$ cat config.mk
export PLATFORM = sky130hd
export DESIGN_NAME = p_stage_accum_20bits_flat
export DESIGN_NICKNAME = d
export VERILOG_FILES = /design/src/rtl/p_stage_accum_20bits_if.sv /design/src/rtl/p_stage_accum_20bits.sv /design/src/flat_wrapper.sv
export SDC_FILE = /design/constraint.sdc
export NUM_CORES = 1
export LEC_CHECK = 0
export CORE_MARGIN = 3
export CORE_UTILIZATION = 40
export CTS_CLUSTER_DIAMETER = 40
export CTS_CLUSTER_SIZE = 20
export DETAILED_ROUTE_END_ITERATION = 12
export PLACE_DENSITY = 0.83
export SKIP_CTS_REPAIR_TIMING = 1
export SLEW_MARGIN = 30
export SYNTH_ARGS = -nofsm -noshare
export SYNTH_HDL_FRONTEND = slang
export SYNTH_SLANG_ARGS = --single-unit
$ cat constraint.sdc
create_clock -name clk -period 1.9 [get_ports clk]
set_input_delay 0.19 -clock clk [delete_from_list [all_inputs] [get_ports clk]]
set_output_delay 0.19 -clock clk [all_outputs]
set_load 0.005 [all_outputs]
$ cat src/rtl/p_stage_accum_20bits_if.sv
// Bus between the SIMD ALU and its P output stage.
// Carries the ALU result, detect controls and the registered P-stage outputs.
interface p_stage_accum_20bits_if #(
    parameter int Width = 20
);
    logic             CEP;
    logic             RSTP;
    logic             valid_in;
    logic [1:0]       USE_SIMD;
    logic [Width-1:0] S;
    logic [1:0]       result_SIDM_carry_out;
    logic [Width-1:0] PATTERN;
    logic [Width-1:0] MASK;

    logic [Width-1:0] P;
    logic             valid_out;
    logic [1:0]       CARRYOUT;
    logic [1:0]       PATTERNDETECT;
    logic [1:0]       PATTERNBDETECT;
    logic [1:0]       OVERFLOW;
    logic [1:0]       UNDERFLOW;
    logic [1:0]       OVF_STICKY;

    modport master (
        output CEP, RSTP, valid_in, USE_SIMD, S, result_SIDM_carry_out, PATTERN, MASK,
        input  P, valid_out, CARRYOUT, PATTERNDETECT, PATTERNBDETECT,
               OVERFLOW, UNDERFLOW, OVF_STICKY
    );

    modport slave (
        input  CEP, RSTP, valid_in, USE_SIMD, S, result_SIDM_carry_out, PATTERN, MASK,
        output P, valid_out, CARRYOUT, PATTERNDETECT, PATTERNBDETECT,
               OVERFLOW, UNDERFLOW, OVF_STICKY
    );
endinterface

$ cat src/rtl/p_stage_accum_20bits.sv
// P register stage behind the 20-bit SIMD ALU: captures S and carries, runs per-lane
// pattern detection, and derives overflow/underflow from the current vs previous detect.
module p_stage_accum_20bits #(
    parameter int Width     = 20,
    parameter int Seg0Width = 14
) (
    input logic                   clk,
    input logic                   rstn,
    p_stage_accum_20bits_if.slave bus
);

    logic [Width-1:0] p_p0;
    logic             vld_p0;
    logic [1:0]       carry_p0;
    logic [1:0]       pd_p0;
    logic [1:0]       pbd_p0;
    logic [1:0]       pd_past_p0;
    logic [1:0]       pbd_past_p0;
    logic [1:0]       sticky_p0;

    logic             load;
    logic [1:0]       pd_next;
    logic [1:0]       pbd_next;
    logic [1:0]       ovf;
    logic [1:0]       unf;

    // Per-lane masked compare; single-lane modes replicate the full-width result.
    function automatic logic [1:0] lane_detect(
        input logic [Width-1:0] s,
        input logic [Width-1:0] pat,
        input logic [Width-1:0] mask,
        input logic [1:0]       simd
    );
        logic [Width-1:0] m;
        logic             seg0;
        logic             seg1;
        m    = ~(s ^ pat) | mask;
        seg0 = &m[Seg0Width-1:0];
        seg1 = &m[Width-1:Seg0Width];
        if (simd == 2'b10) begin
            return {seg1, seg0};
        end
        return {seg0 & seg1, seg0 & seg1};
    endfunction

    assign load     = bus.CEP & bus.valid_in & ~bus.RSTP;
    assign pd_next  = lane_detect(bus.S, bus.PATTERN, bus.MASK, bus.USE_SIMD);
    assign pbd_next = lane_detect(bus.S, ~bus.PATTERN, bus.MASK, bus.USE_SIMD);

    // Event flags are decoded from registered state so they line up with P.
    assign ovf = pd_past_p0  & ~pd_p0 & ~pbd_p0;
    assign unf = pbd_past_p0 & ~pd_p0 & ~pbd_p0;

    // ---- stage p0: P register and detect history ----
    always_ff @(posedge clk or negedge rstn) begin
        if (!rstn) begin
            p_p0        <= '0;
            vld_p0      <= 1'b0;
            carry_p0    <= '0;
            pd_p0       <= '0;
            pbd_p0      <= '0;
            pd_past_p0  <= '0;
            pbd_past_p0 <= '0;
            sticky_p0   <= '0;
        end else if (bus.RSTP) begin
            p_p0        <= '0;
            vld_p0      <= 1'b0;
            carry_p0    <= '0;
            pd_p0       <= '0;
            pbd_p0      <= '0;
            pd_past_p0  <= '0;
            pbd_past_p0 <= '0;
            sticky_p0   <= '0;
        end else begin
            vld_p0    <= load;
            sticky_p0 <= sticky_p0 | ovf | unf;
            if (load) begin
                p_p0        <= bus.S;
                carry_p0    <= bus.result_SIDM_carry_out;
                pd_p0       <= pd_next;
                pbd_p0      <= pbd_next;
                pd_past_p0  <= pd_p0;
                pbd_past_p0 <= pbd_p0;
            end
        end
    end

    assign bus.P              = p_p0;
    assign bus.valid_out      = vld_p0;
    assign bus.CARRYOUT       = carry_p0;
    assign bus.PATTERNDETECT  = pd_p0;
    assign bus.PATTERNBDETECT = pbd_p0;
    assign bus.OVERFLOW       = ovf;
    assign bus.UNDERFLOW      = unf;
    assign bus.OVF_STICKY     = sticky_p0;

endmodule

$ cat src/flat_wrapper.sv
// flat-port wrapper written by rule: the top's interface ports become plain ports
module p_stage_accum_20bits_flat 
#(
    parameter int Width     = 20,
    parameter int Seg0Width = 14
)
  (clk, rstn, bus_CEP, bus_RSTP, bus_valid_in, bus_USE_SIMD, bus_S, bus_result_SIDM_carry_out, bus_PATTERN, bus_MASK, bus_P, bus_valid_out, bus_CARRYOUT, bus_PATTERNDETECT, bus_PATTERNBDETECT, bus_OVERFLOW, bus_UNDERFLOW, bus_OVF_STICKY);
  p_stage_accum_20bits_if #(.Width(Width)) bus_i ();
  input logic clk;
  input logic rstn;
  input wire logic [$bits(bus_i.CEP)-1:0] bus_CEP;
  input wire logic [$bits(bus_i.RSTP)-1:0] bus_RSTP;
  input wire logic [$bits(bus_i.valid_in)-1:0] bus_valid_in;
  input wire logic [$bits(bus_i.USE_SIMD)-1:0] bus_USE_SIMD;
  input wire logic [$bits(bus_i.S)-1:0] bus_S;
  input wire logic [$bits(bus_i.result_SIDM_carry_out)-1:0] bus_result_SIDM_carry_out;
  input wire logic [$bits(bus_i.PATTERN)-1:0] bus_PATTERN;
  input wire logic [$bits(bus_i.MASK)-1:0] bus_MASK;
  output wire logic [$bits(bus_i.P)-1:0] bus_P;
  output wire logic [$bits(bus_i.valid_out)-1:0] bus_valid_out;
  output wire logic [$bits(bus_i.CARRYOUT)-1:0] bus_CARRYOUT;
  output wire logic [$bits(bus_i.PATTERNDETECT)-1:0] bus_PATTERNDETECT;
  output wire logic [$bits(bus_i.PATTERNBDETECT)-1:0] bus_PATTERNBDETECT;
  output wire logic [$bits(bus_i.OVERFLOW)-1:0] bus_OVERFLOW;
  output wire logic [$bits(bus_i.UNDERFLOW)-1:0] bus_UNDERFLOW;
  output wire logic [$bits(bus_i.OVF_STICKY)-1:0] bus_OVF_STICKY;
  assign bus_i.CEP = bus_CEP;
  assign bus_i.RSTP = bus_RSTP;
  assign bus_i.valid_in = bus_valid_in;
  assign bus_i.USE_SIMD = bus_USE_SIMD;
  assign bus_i.S = bus_S;
  assign bus_i.result_SIDM_carry_out = bus_result_SIDM_carry_out;
  assign bus_i.PATTERN = bus_PATTERN;
  assign bus_i.MASK = bus_MASK;
  assign bus_P = bus_i.P;
  assign bus_valid_out = bus_i.valid_out;
  assign bus_CARRYOUT = bus_i.CARRYOUT;
  assign bus_PATTERNDETECT = bus_i.PATTERNDETECT;
  assign bus_PATTERNBDETECT = bus_i.PATTERNBDETECT;
  assign bus_OVERFLOW = bus_i.OVERFLOW;
  assign bus_UNDERFLOW = bus_i.UNDERFLOW;
  assign bus_OVF_STICKY = bus_i.OVF_STICKY;
  p_stage_accum_20bits #(.Width(Width), .Seg0Width(Seg0Width)) u_core (.clk(clk), .rstn(rstn), .bus(bus_i));
endmodule
**Word level (Yosys, flattened, before mapping)**

Cells that the tools add are included.

- Output and inout port bits: 33
- Memories: 0
- Word-level logic and storage cells: 53
- Memory bits (writable): 0
- Bits of input ports: 69
- Bits in registers: 33
- ROM bits: 0
- Latch bits: 0

- Multiplexer cells: 19
- Reductions and logical operators: 5
- Shifts and indexed selects: 0
- Add/subtract/negate cells: 0
- Eq/ne operators: 1
- Bitwise logic cells: 20
- Multipliers: 0
- Magnitude comparators: 0
- Divide/modulo/power cells: 0

Operators with widths:

| operator | number |
|---|---|
| inverter 20 bit | 3 |
| 2-to-1 mux 20 bit | 2 |
| OR 20 bit | 2 |
| bitwise XOR 20 bit | 2 |
| 2-to-1 mux 2 bit | 15 |
| AND reduction 14 bit | 2 |
| AND reduction 6 bit | 2 |
| bitwise AND 2 bit | 4 |
| bitwise AND 1 bit | 4 |
| inverter 2 bit | 2 |
| OR 2 bit | 2 |
| == test 2 bit, second input constant | 1 |
| 2-to-1 mux 1 bit | 2 |
| nonzero test 2 bit | 1 |
| inverter 1 bit | 1 |

**Depth between registers and ports, before layout**

Gate-level depths: netlist (run 1).

- Word-level depth: 9
- Depth in mapped cells: 6
- Mapped depth without buffers: 5

**Worst setup path after synthesis (run 1)**

Ideal clock, no wire load.

- Kind: in2reg
- From: input bus_S[17]
- To: register u_core.pd_p0[1], in the netlist u_core.bus.PATTERNDETECT[1]
- Cell stages on the path: 5
- Arrival time: 0.920 ns
- Setup slack: 0.904 ns
- Library setup time: 0.076 ns
- Cell sequence: xnor2_1 -> nor2_2 -> nor4_4 -> inv_1 -> o21ai_1

- Cells in the longest elaborated chain, start to end: 8

RTL lines:

| item | line | source |
|---|---|---|
| start: declaration | flat_wrapper.sv:15 | `input wire logic [$bits(bus_i.S)-1:0] bus_S;` |
| bitwise XOR 20 bit (*) | p_stage_accum_20bits.sv:37 | `m = ~(s ^ pat) \| mask;` |
| inverter 20 bit (*) | p_stage_accum_20bits.sv:37 |  |
| OR 20 bit (*) | p_stage_accum_20bits.sv:37 |  |
| AND reduction 6 bit (*) | p_stage_accum_20bits.sv:39 | `seg1 = &m[Width-1:Seg0Width];` |
| bitwise AND 1 bit or 2-to-1 mux 2 bit (tied branches) | p_stage_accum_20bits.sv:43, p_stage_accum_20bits.sv:40 |  |
| 2-to-1 mux 2 bit (*) | p_stage_accum_20bits.sv:43 | `return {seg0 & seg1, seg0 & seg1};` |
| 2-to-1 mux 2 bit (*) | p_stage_accum_20bits.sv:77 | `if (load) begin` |
| 2-to-1 mux 2 bit (*) | p_stage_accum_20bits.sv:65 | `end else if (bus.RSTP) begin` |
| end signal: assignment | p_stage_accum_20bits.sv:80 | `pd_p0 <= pd_next;` |
| end: declaration | p_stage_accum_20bits.sv:15 | `logic [1:0] pd_p0;` |

Mark *: on every way between the ends. The rest lies on a longest branch, timed or not. The select of a mux whose other input is x is not followed.
A chain may end at the register's enable or synchronous reset.

**Final worst setup path (run 1)**

- From: register u_core.pd_p0[1], in the netlist u_core.bus.PATTERNDETECT[1]
- To: output bus_UNDERFLOW[1]

- Cells in the longest elaborated chain, start to end: 3

RTL lines:

| item | line | source |
|---|---|---|
| inverter 2 bit | p_stage_accum_20bits.sv:52 | `assign unf = pbd_past_p0 & ~pd_p0 & ~pbd_p0;` |
| bitwise AND 2 bit (2 in a row) | p_stage_accum_20bits.sv:52 |  |
| end: declaration | flat_wrapper.sv:25 | `output wire logic [$bits(bus_i.UNDERFLOW)-1:0] bus_UNDERFLOW;` |

No other way between the ends.

==> impl_metrics.sql, run 1 <==
INSERT INTO impl_metrics (metric_group, metric, value, unit) VALUES
('run_status', 'run_status', 'finished, violations left', ''),
('run_status', 'failed_checks', 'negative hold slack', ''),
('finish', 'final_cell_count_no_fill', '314', ''),
('finish', 'fillerInstances', '323', ''),
('global_route', 'antenna_found_initial', '0', ''),
('yosys', 'postSynthCellCount', '159', ''),
('yosys', 'synth-edff-count', '0', ''),
('sta', 'ratio_of_final_minimum_period_to_clock_period', '92.6', '%'),
('clocking', 'clock_sinks', '33', ''),
('worst_setup_path', 'timing.reg2reg.worst_path_depth', '3', ''),
('clocking', 'cts_inserted_buffers', '5', ''),
('yosys', 'post_synth_xor_area_fraction', '11.2', '%'),
('floorplanning', 'io_pins', '102', ''),
('power_and_ir_drop', 'power_per_unit_of_standard_cell_area', '580', 'nW/um^2'),
('global_route', 'grt_overflow_total', '0', ''),
('job', 'cap_violations', '0', ''),
('sta', 'worst_pin_slew', '0.736', 'ns'),
('placed_design', 'dpl.hpwl', '3940', 'um'),
('route', 'detail_route.vias_per_cell', '5.19', ''),
('yosys', 'netlist.area_leader.share', '48.8', '%'),
('finish', 'most-common-layout-cells', 'sky130_fd_sc_hd__clkdlybuf4s50_1, sky130_fd_sc_hd__dfrtp_1, sky130_fd_sc_hd__a22o_1', ''),
('yosys', 'fraction_of_registers_with_async_set_reset', '100', '%'),
('finish', 'sequential_cell_area', '826', 'um^2'),
('hold_path', 'hold_path.class', 'input port to async pin', ''),
('clocking', 'clkSlewWorstSetupHoldPaths', '0.07', 'ns'),
('sta', 'maxClockFrequency', '569', 'MHz'),
('worst_setup_path', 'setup.reg_to_reg.worst_slack', '0.95', 'ns'),
('route', 'wl_met1', '2130', 'um'),
('yosys', 'synth.net_count', '228', ''),
('route', 'top_layer_used', 'met4', ''),
('placed_design', 'dp_worst_slack', '0.276', 'ns'),
('yosys', 'synthMuxAreaShare', '0', '%'),
('clocking', 'cts_max_level', '2', ''),
('finish', 'drive_gt1_share', '6.82', '%'),
('worst_setup_path', 'crit_path_end_kind', 'output port', ''),
('yosys', 'yosys-top-cells-area', 'sky130_fd_sc_hd__dfrtp_1, sky130_fd_sc_hd__a22o_1, sky130_fd_sc_hd__xnor2_1, sky130_fd_sc_hd__a22oi_1, sky130_fd_sc_hd__inv_1', ''),
('yosys', 'yosys_register_bits', '33', ''),
('sta', 'fin_worst_hold_slack', '-0.0373', 'ns'),
('route', 'avgRoutedWirePerCell', '16.0', 'um'),
('sta', 'final.min_clock_period', '1.76', 'ns'),
('placed_design', 'dpl.cell_count', '306', ''),
('finish', 'syn2layout_area_growth', '68.4', '%'),
('yosys', 'ys_warnings', '0', ''),
('route', 'drc', '0', ''),
('sta', 'finalMaxSlewViolations', '0', ''),
('yosys', 'post_synthesis_simple_gate_area_fraction', '9.83', '%'),
('worst_setup_path', 'arrival_time_of_data_at_the_critical_path_endpoint', '1.57', 'ns'),
('worst_setup_path', 'ws_path_type', 'flip-flop to output port', ''),
('route', 'antenna_violating_nets_post_route', '0', ''),
('route', 'detail_route.iter0.violations', '94', ''),
('power_and_ir_drop', 'p_total', '1.65', 'mW'),
('sta', 'worst_slew_margin_rel', '50.9', '%'),
('yosys', 'synth-compound-area-share', '24.1', '%'),
('clocking', 'clock_latency', '0.28', 'ns'),
('yosys', 'netlist-cell-type-count', '27', ''),
('route', 'met2RoutedLength', '2470', 'um'),
('sta', 'fin_skew', '0.00457', 'ns'),
('clocking', 'tritoncts', 'done', ''),
('floorplanning', 'design.core.area', '4030', 'um^2'),
('clocking', 'clock-root-buffer', 'sky130_fd_sc_hd__clkbuf_8', ''),
('floorplanning', 'die_area', '5050', 'um^2'),
('global_route', 'grt_pass1_vias', '1662', ''),
('route', 'vias', '1631', ''),
('sta', 'final_hold_viol_count', '33', ''),
('global_route', 'grt_first_pass_wirelength', '8200', 'um'),
('clocking', 'cts_buffer_depth', '2', ''),
('sta', 'rsz0062_at_grt', 'false', ''),
('worst_setup_path', 'reg2reg_from', 'u_core.bus.PATTERNDETECT[1]$_DFFE_PN0P_', ''),
('yosys', 'synth_flop_cell', 'sky130_fd_sc_hd__dfrtp_1', ''),
('sta', 'postLayoutSetupSlackWorst', '0.141', 'ns'),
('finish', 'nNetsFinal', '332', '');
==> Yosys cell counts (all sizes together) (4+ instances only) <==
cell   instances
buf            4
inv           19
o22ai          9
nor3b          4
a22o          26
dfrtp         33
xnor2         20
nand2          4
a22oi         10
nor2           6
o21ai          5
==> worst max-delay path by stage <==
stage                     slack (ns)                                 endpoint                                     from
after floorplan                 0.90  u_core.bus.PATTERNDETECT[1]$_DFFE_PN0P_                                bus_S[17]
after detailed placement        0.28  u_core.bus.PATTERNDETECT[1]$_DFFE_PN0P_                          bus_PATTERN[14]
after CTS                       0.14                         bus_UNDERFLOW[1]  u_core.bus.PATTERNDETECT[1]$_DFFE_PN0P_
final                           0.14                         bus_UNDERFLOW[1]  u_core.bus.PATTERNDETECT[1]$_DFFE_PN0P_
after global placement          0.32  u_core.bus.PATTERNDETECT[1]$_DFFE_PN0P_                                bus_S[17]
after global routing            0.03                          bus_OVERFLOW[1]  u_core.bus.PATTERNDETECT[1]$_DFFE_PN0P_
==> layout make-up <==
cell class	count	area share, %
Multi-Input combinational cell	100	26.9
Tap cell	50	2.19
Inverter	19	2.50
Sequential cell	33	29.0
Timing Repair Buffer	104	36.5
Clock inverter	2	0.351
Clock buffer	6	2.54
==> registers in the layout, summed over array words and instances, names as in the netlist <==
name                       flops
u_core.bus.PATTERNBDETECT      2
u_core.bus.P                  20
u_core.bus.CARRYOUT            2
u_core.pbd_past_p0             2
u_core.bus.PATTERNDETECT       2
u_core.pd_past_p0              2
u_core.bus.OVF_STICKY          2
u_core.bus.valid_out           1
==> critical path, stage by stage (launching register included) <==
cell                              delay [ns]
sky130_fd_sc_hd__dfrtp_1                0.43
sky130_fd_sc_hd__nor3b_1                0.29
sky130_fd_sc_hd__clkdlybuf4s50_1        0.56
==> cells by family after synthesis <==
kind of cell	count (synthesis)
AO/OA/AOI/OAI	53
AND/OR/NAND/NOR	27
flip-flops	33
XOR/XNOR	20
buffers and inverters	26
==> power by group <==
part	switching [mW]	internal (mW)	leakage [nW]
Sequential	0.0137	0.726	0.452
Clock	0.248	0.254	0.0450
Combinational	0.160	0.251	0.738
==> metrics by stage <==
step                hold WS (ns)  area, um^2
floorplan                 -0.106        1690
global placement           0.295        2770
detailed placement         0.293        2770
CTS                      -0.0149        2850
global route              0.0145        2850
finish                   -0.0373        2850
==> per-layer routing <==
layer | up-vias | global-route usage [%]
li1 | 784 | -
met1 | 777 | 26.8
met2 | 59 | 33.6
met3 | 11 | 5.26
met4 | 0 | 8.56
met5 | - | 0
No activity file was read; power rests on OpenSTA's default activity.
==> run 2: changes to the inputs <==
- SLEW_MARGIN: 30 -> 10
==> results of run 2 <==
Same layout as run 1: the final DEF is identical, and so are final timing and power.
==> run 3: changes to the inputs <==
- RECOVER_POWER: not set -> 25
==> run 3 against run 2 <==
The flow finishes with violations (max-capacitance violations, max-slew violations). Critical path depth is the same. Design area about the same. Clock power about the same. Power about the same. Routed wire length is 0.24% higher. Final cell count stayed put.
==> impl_metrics.sql, run 3 (same netlist as run 1, synthesis figures left out) <==
INSERT INTO impl_metrics (metric_group, metric, value, unit) VALUES
('run_status', 'run_status', 'finished, violations left', ''),
('run_status', 'failed_checks', 'max-capacitance violations, max-slew violations', ''),
('worst_setup_path', 'crit_fanout', '5', ''),
('floorplanning', 'floorplan.die.width', '71.1', 'um'),
('power_and_ir_drop', 'combinational_fraction_of_design_power', '24.9', '%'),
('placed_design', 'dpl.cell_count', '306', ''),
('global_route', 'grt_start_max_net_pins', '34', ''),
('global_route', 'grt_overflow_total', '0', ''),
('power_and_ir_drop', 'power_per_unit_of_standard_cell_area', '580', 'nW/um^2'),
('floorplanning', 'die_area', '5050', 'um^2'),
('finish', 'syn2layout_area_growth', '68.4', '%'),
('hold_path', 'hold_path.class', 'input port to async pin', ''),
('job', 'cap_violations', '1', ''),
('sta', 'fin_worst_hold_slack', '0.367', 'ns'),
('global_route', 'grt_pass1_vias', '1662', ''),
('route', 'detail_route.vias_per_cell', '5.24', ''),
('worst_setup_path', 'timing.reg2reg.worst_path_depth', '3', ''),
('clocking', 'clkSlewWorstSetupHoldPaths', '0.07', 'ns'),
('sta', 'worst_slew_margin_rel', '-17.8', '%'),
('route', 'drt_pass1_iterations', '4', ''),
('sta', 'worst_pin_slew', '1.77', 'ns'),
('worst_setup_path', 'ws_path_type', 'flip-flop to output port', ''),
('global_route', 'grt_usage', '20.8', '%'),
('sta', 'rsz0062_at_grt', 'false', ''),
('sta', 'final_hold_viol_count', '0', ''),
('power_and_ir_drop', 'p_leak', '1.23', 'nW'),
('finish', 'num_antenna_cells', '0', ''),
('route', 'detail_route.iter0.violations', '94', ''),
('placed_design', 'io_buffer_count', '101', ''),
('sta', 'ratio_of_final_minimum_period_to_clock_period', '92.6', '%'),
('sta', 'timing.setup.tns', '0', 'ns'),
('floorplanning', 'design.core.area', '4030', 'um^2'),
('worst_setup_path', 'critical_path.cell_chain', 'nor3b_1 -> clkdlybuf4s50_1', ''),
('clocking', 'tritoncts', 'done', ''),
('floorplanning', 'core.rowCount', '23', ''),
('worst_setup_path', 'worst_path_largest_cell_delay', '0.56', 'ns'),
('floorplanning', 'io_pins', '102', ''),
('worst_setup_path', 'setup.reg_to_reg.worst_slack', '0.95', 'ns'),
('route', 'detail_route.wirelength', '5030', 'um'),
('clocking', 'cts_buffer_depth', '2', ''),
('route', 'drc', '0', ''),
('placed_design', 'dpl.hpwl', '3940', 'um'),
('finish', 'largest_reg_flops', '20', ''),
('worst_setup_path', 'reg2reg_from', 'u_core.bus.PATTERNDETECT[1]$_DFFE_PN0P_', ''),
('power_and_ir_drop', 'power.share.switching', '25.6', '%'),
('finish', 'most-common-layout-cells', 'sky130_fd_sc_hd__clkdlybuf4s50_1, sky130_fd_sc_hd__dfrtp_1, sky130_fd_sc_hd__a22o_1', ''),
('power_and_ir_drop', 'irDropWorstVdd', '0.515', 'mV'),
('route', 'antenna_violating_nets_post_route', '0', ''),
('route', 'avgRoutedWirePerCell', '16.0', 'um'),
('finish', 'final_cell_count_no_fill', '314', ''),
('sta', 'fin_skew', '0.00447', 'ns'),
('worst_setup_path', 'timing.critical_path.slowest_stage_cell', 'sky130_fd_sc_hd__clkdlybuf4s50_1', ''),
('route', 'vias', '1646', ''),
('clocking', 'clock_sinks', '33', ''),
('global_route', 'grt_first_pass_wirelength', '8200', 'um'),
('sta', 'maxClockFrequency', '569', 'MHz'),
('finish', 'drive_gt1_share', '6.44', '%'),
('global_route', 'antenna_found_initial', '0', ''),
('sta', 'final.min_clock_period', '1.76', 'ns'),
('worst_setup_path', 'critical_path_buf_inv_count', '1', ''),
('power_and_ir_drop', 'switching_power', '0.422', 'mW'),
('worst_setup_path', 'timing.critical_path.required', '1.71', 'ns'),
('placed_design', 'globalplace.congestion', '0.797', ''),
('worst_setup_path', 'critical_path.startpoint_type', 'flip-flop', ''),
('finish', 'nNetsFinal', '332', ''),
('sta', 'final_setup_violations', '0', ''),
('floorplanning', 'fp.dieH', '71.1', 'um'),
('worst_setup_path', 'crit-reg2reg-capture', 'u_core.bus.OVF_STICKY[1]$_DFF_PN0_', ''),
('clocking', 'cts_inserted_buffers', '5', ''),
('power_and_ir_drop', 'seq_power_share', '44.8', '%'),
('worst_setup_path', 'arrival_time_of_data_at_the_critical_path_endpoint', '1.57', 'ns'),
('power_and_ir_drop', 'power.internal', '1.23', 'mW'),
('finish', 'layout_commonest_cell', 'sky130_fd_sc_hd__clkdlybuf4s50_1', ''),
('worst_setup_path', 'cell_family_with_the_largest_share_of_critical_path_delay', 'buffers and inverters', ''),
('clocking', 'cts_max_level', '2', ''),
('worst_setup_path', 'crit_path_end_kind', 'output port', ''),
('clocking', 'clock_latency', '0.28', 'ns'),
('power_and_ir_drop', 'pwr-share-clk', '30.4', '%'),
('floorplanning', 'initial_core_utilization', '42.0', '%'),
('clocking', 'clock-root-buffer', 'sky130_fd_sc_hd__clkbuf_8', ''),
('sta', 'finalMaxSlewViolations', '34', '');
## run 3: cell count changes in the layout (fill, tap and decap cells not counted), sizes merged
cell / before / now
clkbuf: 6 / 7
buf: 4 / 3
## run 3: worst register-to-register path, stage by stage, from the launching register on
cell and delay (ns):
sky130_fd_sc_hd__dfrtp_1 0.43, sky130_fd_sc_hd__nor3b_1 0.29, sky130_fd_sc_hd__nor3_1 0.08, sky130_fd_sc_hd__nor2_1 0.08
## run 3: how the worst max path moves through the flow
stage / start / to / slack, ns / cells past startpoint
CTS: u_core.bus.PATTERNDETECT[1]$_DFFE_PN0P_ / bus_UNDERFLOW[1] / 0.14 / 2
finish: u_core.bus.PATTERNDETECT[1]$_DFFE_PN0P_ / bus_UNDERFLOW[1] / 0.14 / 2
global route: u_core.bus.PATTERNDETECT[1]$_DFFE_PN0P_ / bus_OVERFLOW[1] / 0.03 / 2
detailed placement: bus_PATTERN[14] / u_core.bus.PATTERNDETECT[1]$_DFFE_PN0P_ / 0.28 / 6
floorplan: bus_S[17] / u_core.bus.PATTERNDETECT[1]$_DFFE_PN0P_ / 0.90 / 5
global placement: bus_S[17] / u_core.bus.PATTERNDETECT[1]$_DFFE_PN0P_ / 0.32 / 6
## run 3: layout make-up
class,instances,area [um^2]
flip-flops and latches,33,826
inverters,19,71.3
repair buffers,104,1040
well taps,50,62.6
clock inverters,2,10.0
multi-input cells,100,768
fillers,323,1180
clock buffers,6,72.6
## run 3: per-stage QoR
stage / utilization, % / power (mW) / setup slack (ns) / area (um^2)
floorplan: - / 0.902 / 0.904 / 1690
global placement: 68.7 / 1.16 / 0.325 / 2770
detailed placement: 68.7 / 1.16 / 0.276 / 2770
CTS: 70.8 / 1.67 / 0.139 / 2850
global route: 70.7 / 1.73 / 0.0263 / 2850
finish: 70.7 / 1.65 / 0.142 / 2850
## run 3: power groups by stage
stage	combinational (mW)	sequential (mW)	clock, mW
global placement	0.405	0.752	0
global route	0.443	0.743	0.549
finish	0.411	0.740	0.502
floorplan	0.149	0.753	0
detailed placement	0.412	0.752	0
CTS	0.414	0.740	0.514
## run 3: per-layer routing
metal	global-route usage (%)	up-vias	share of wire (%)
met4	8.56	0	2.4
met2	33.6	63	49
met5	0	-	0
met1	26.8	785	42
met3	5.26	13	6.8
li1	-	785	-
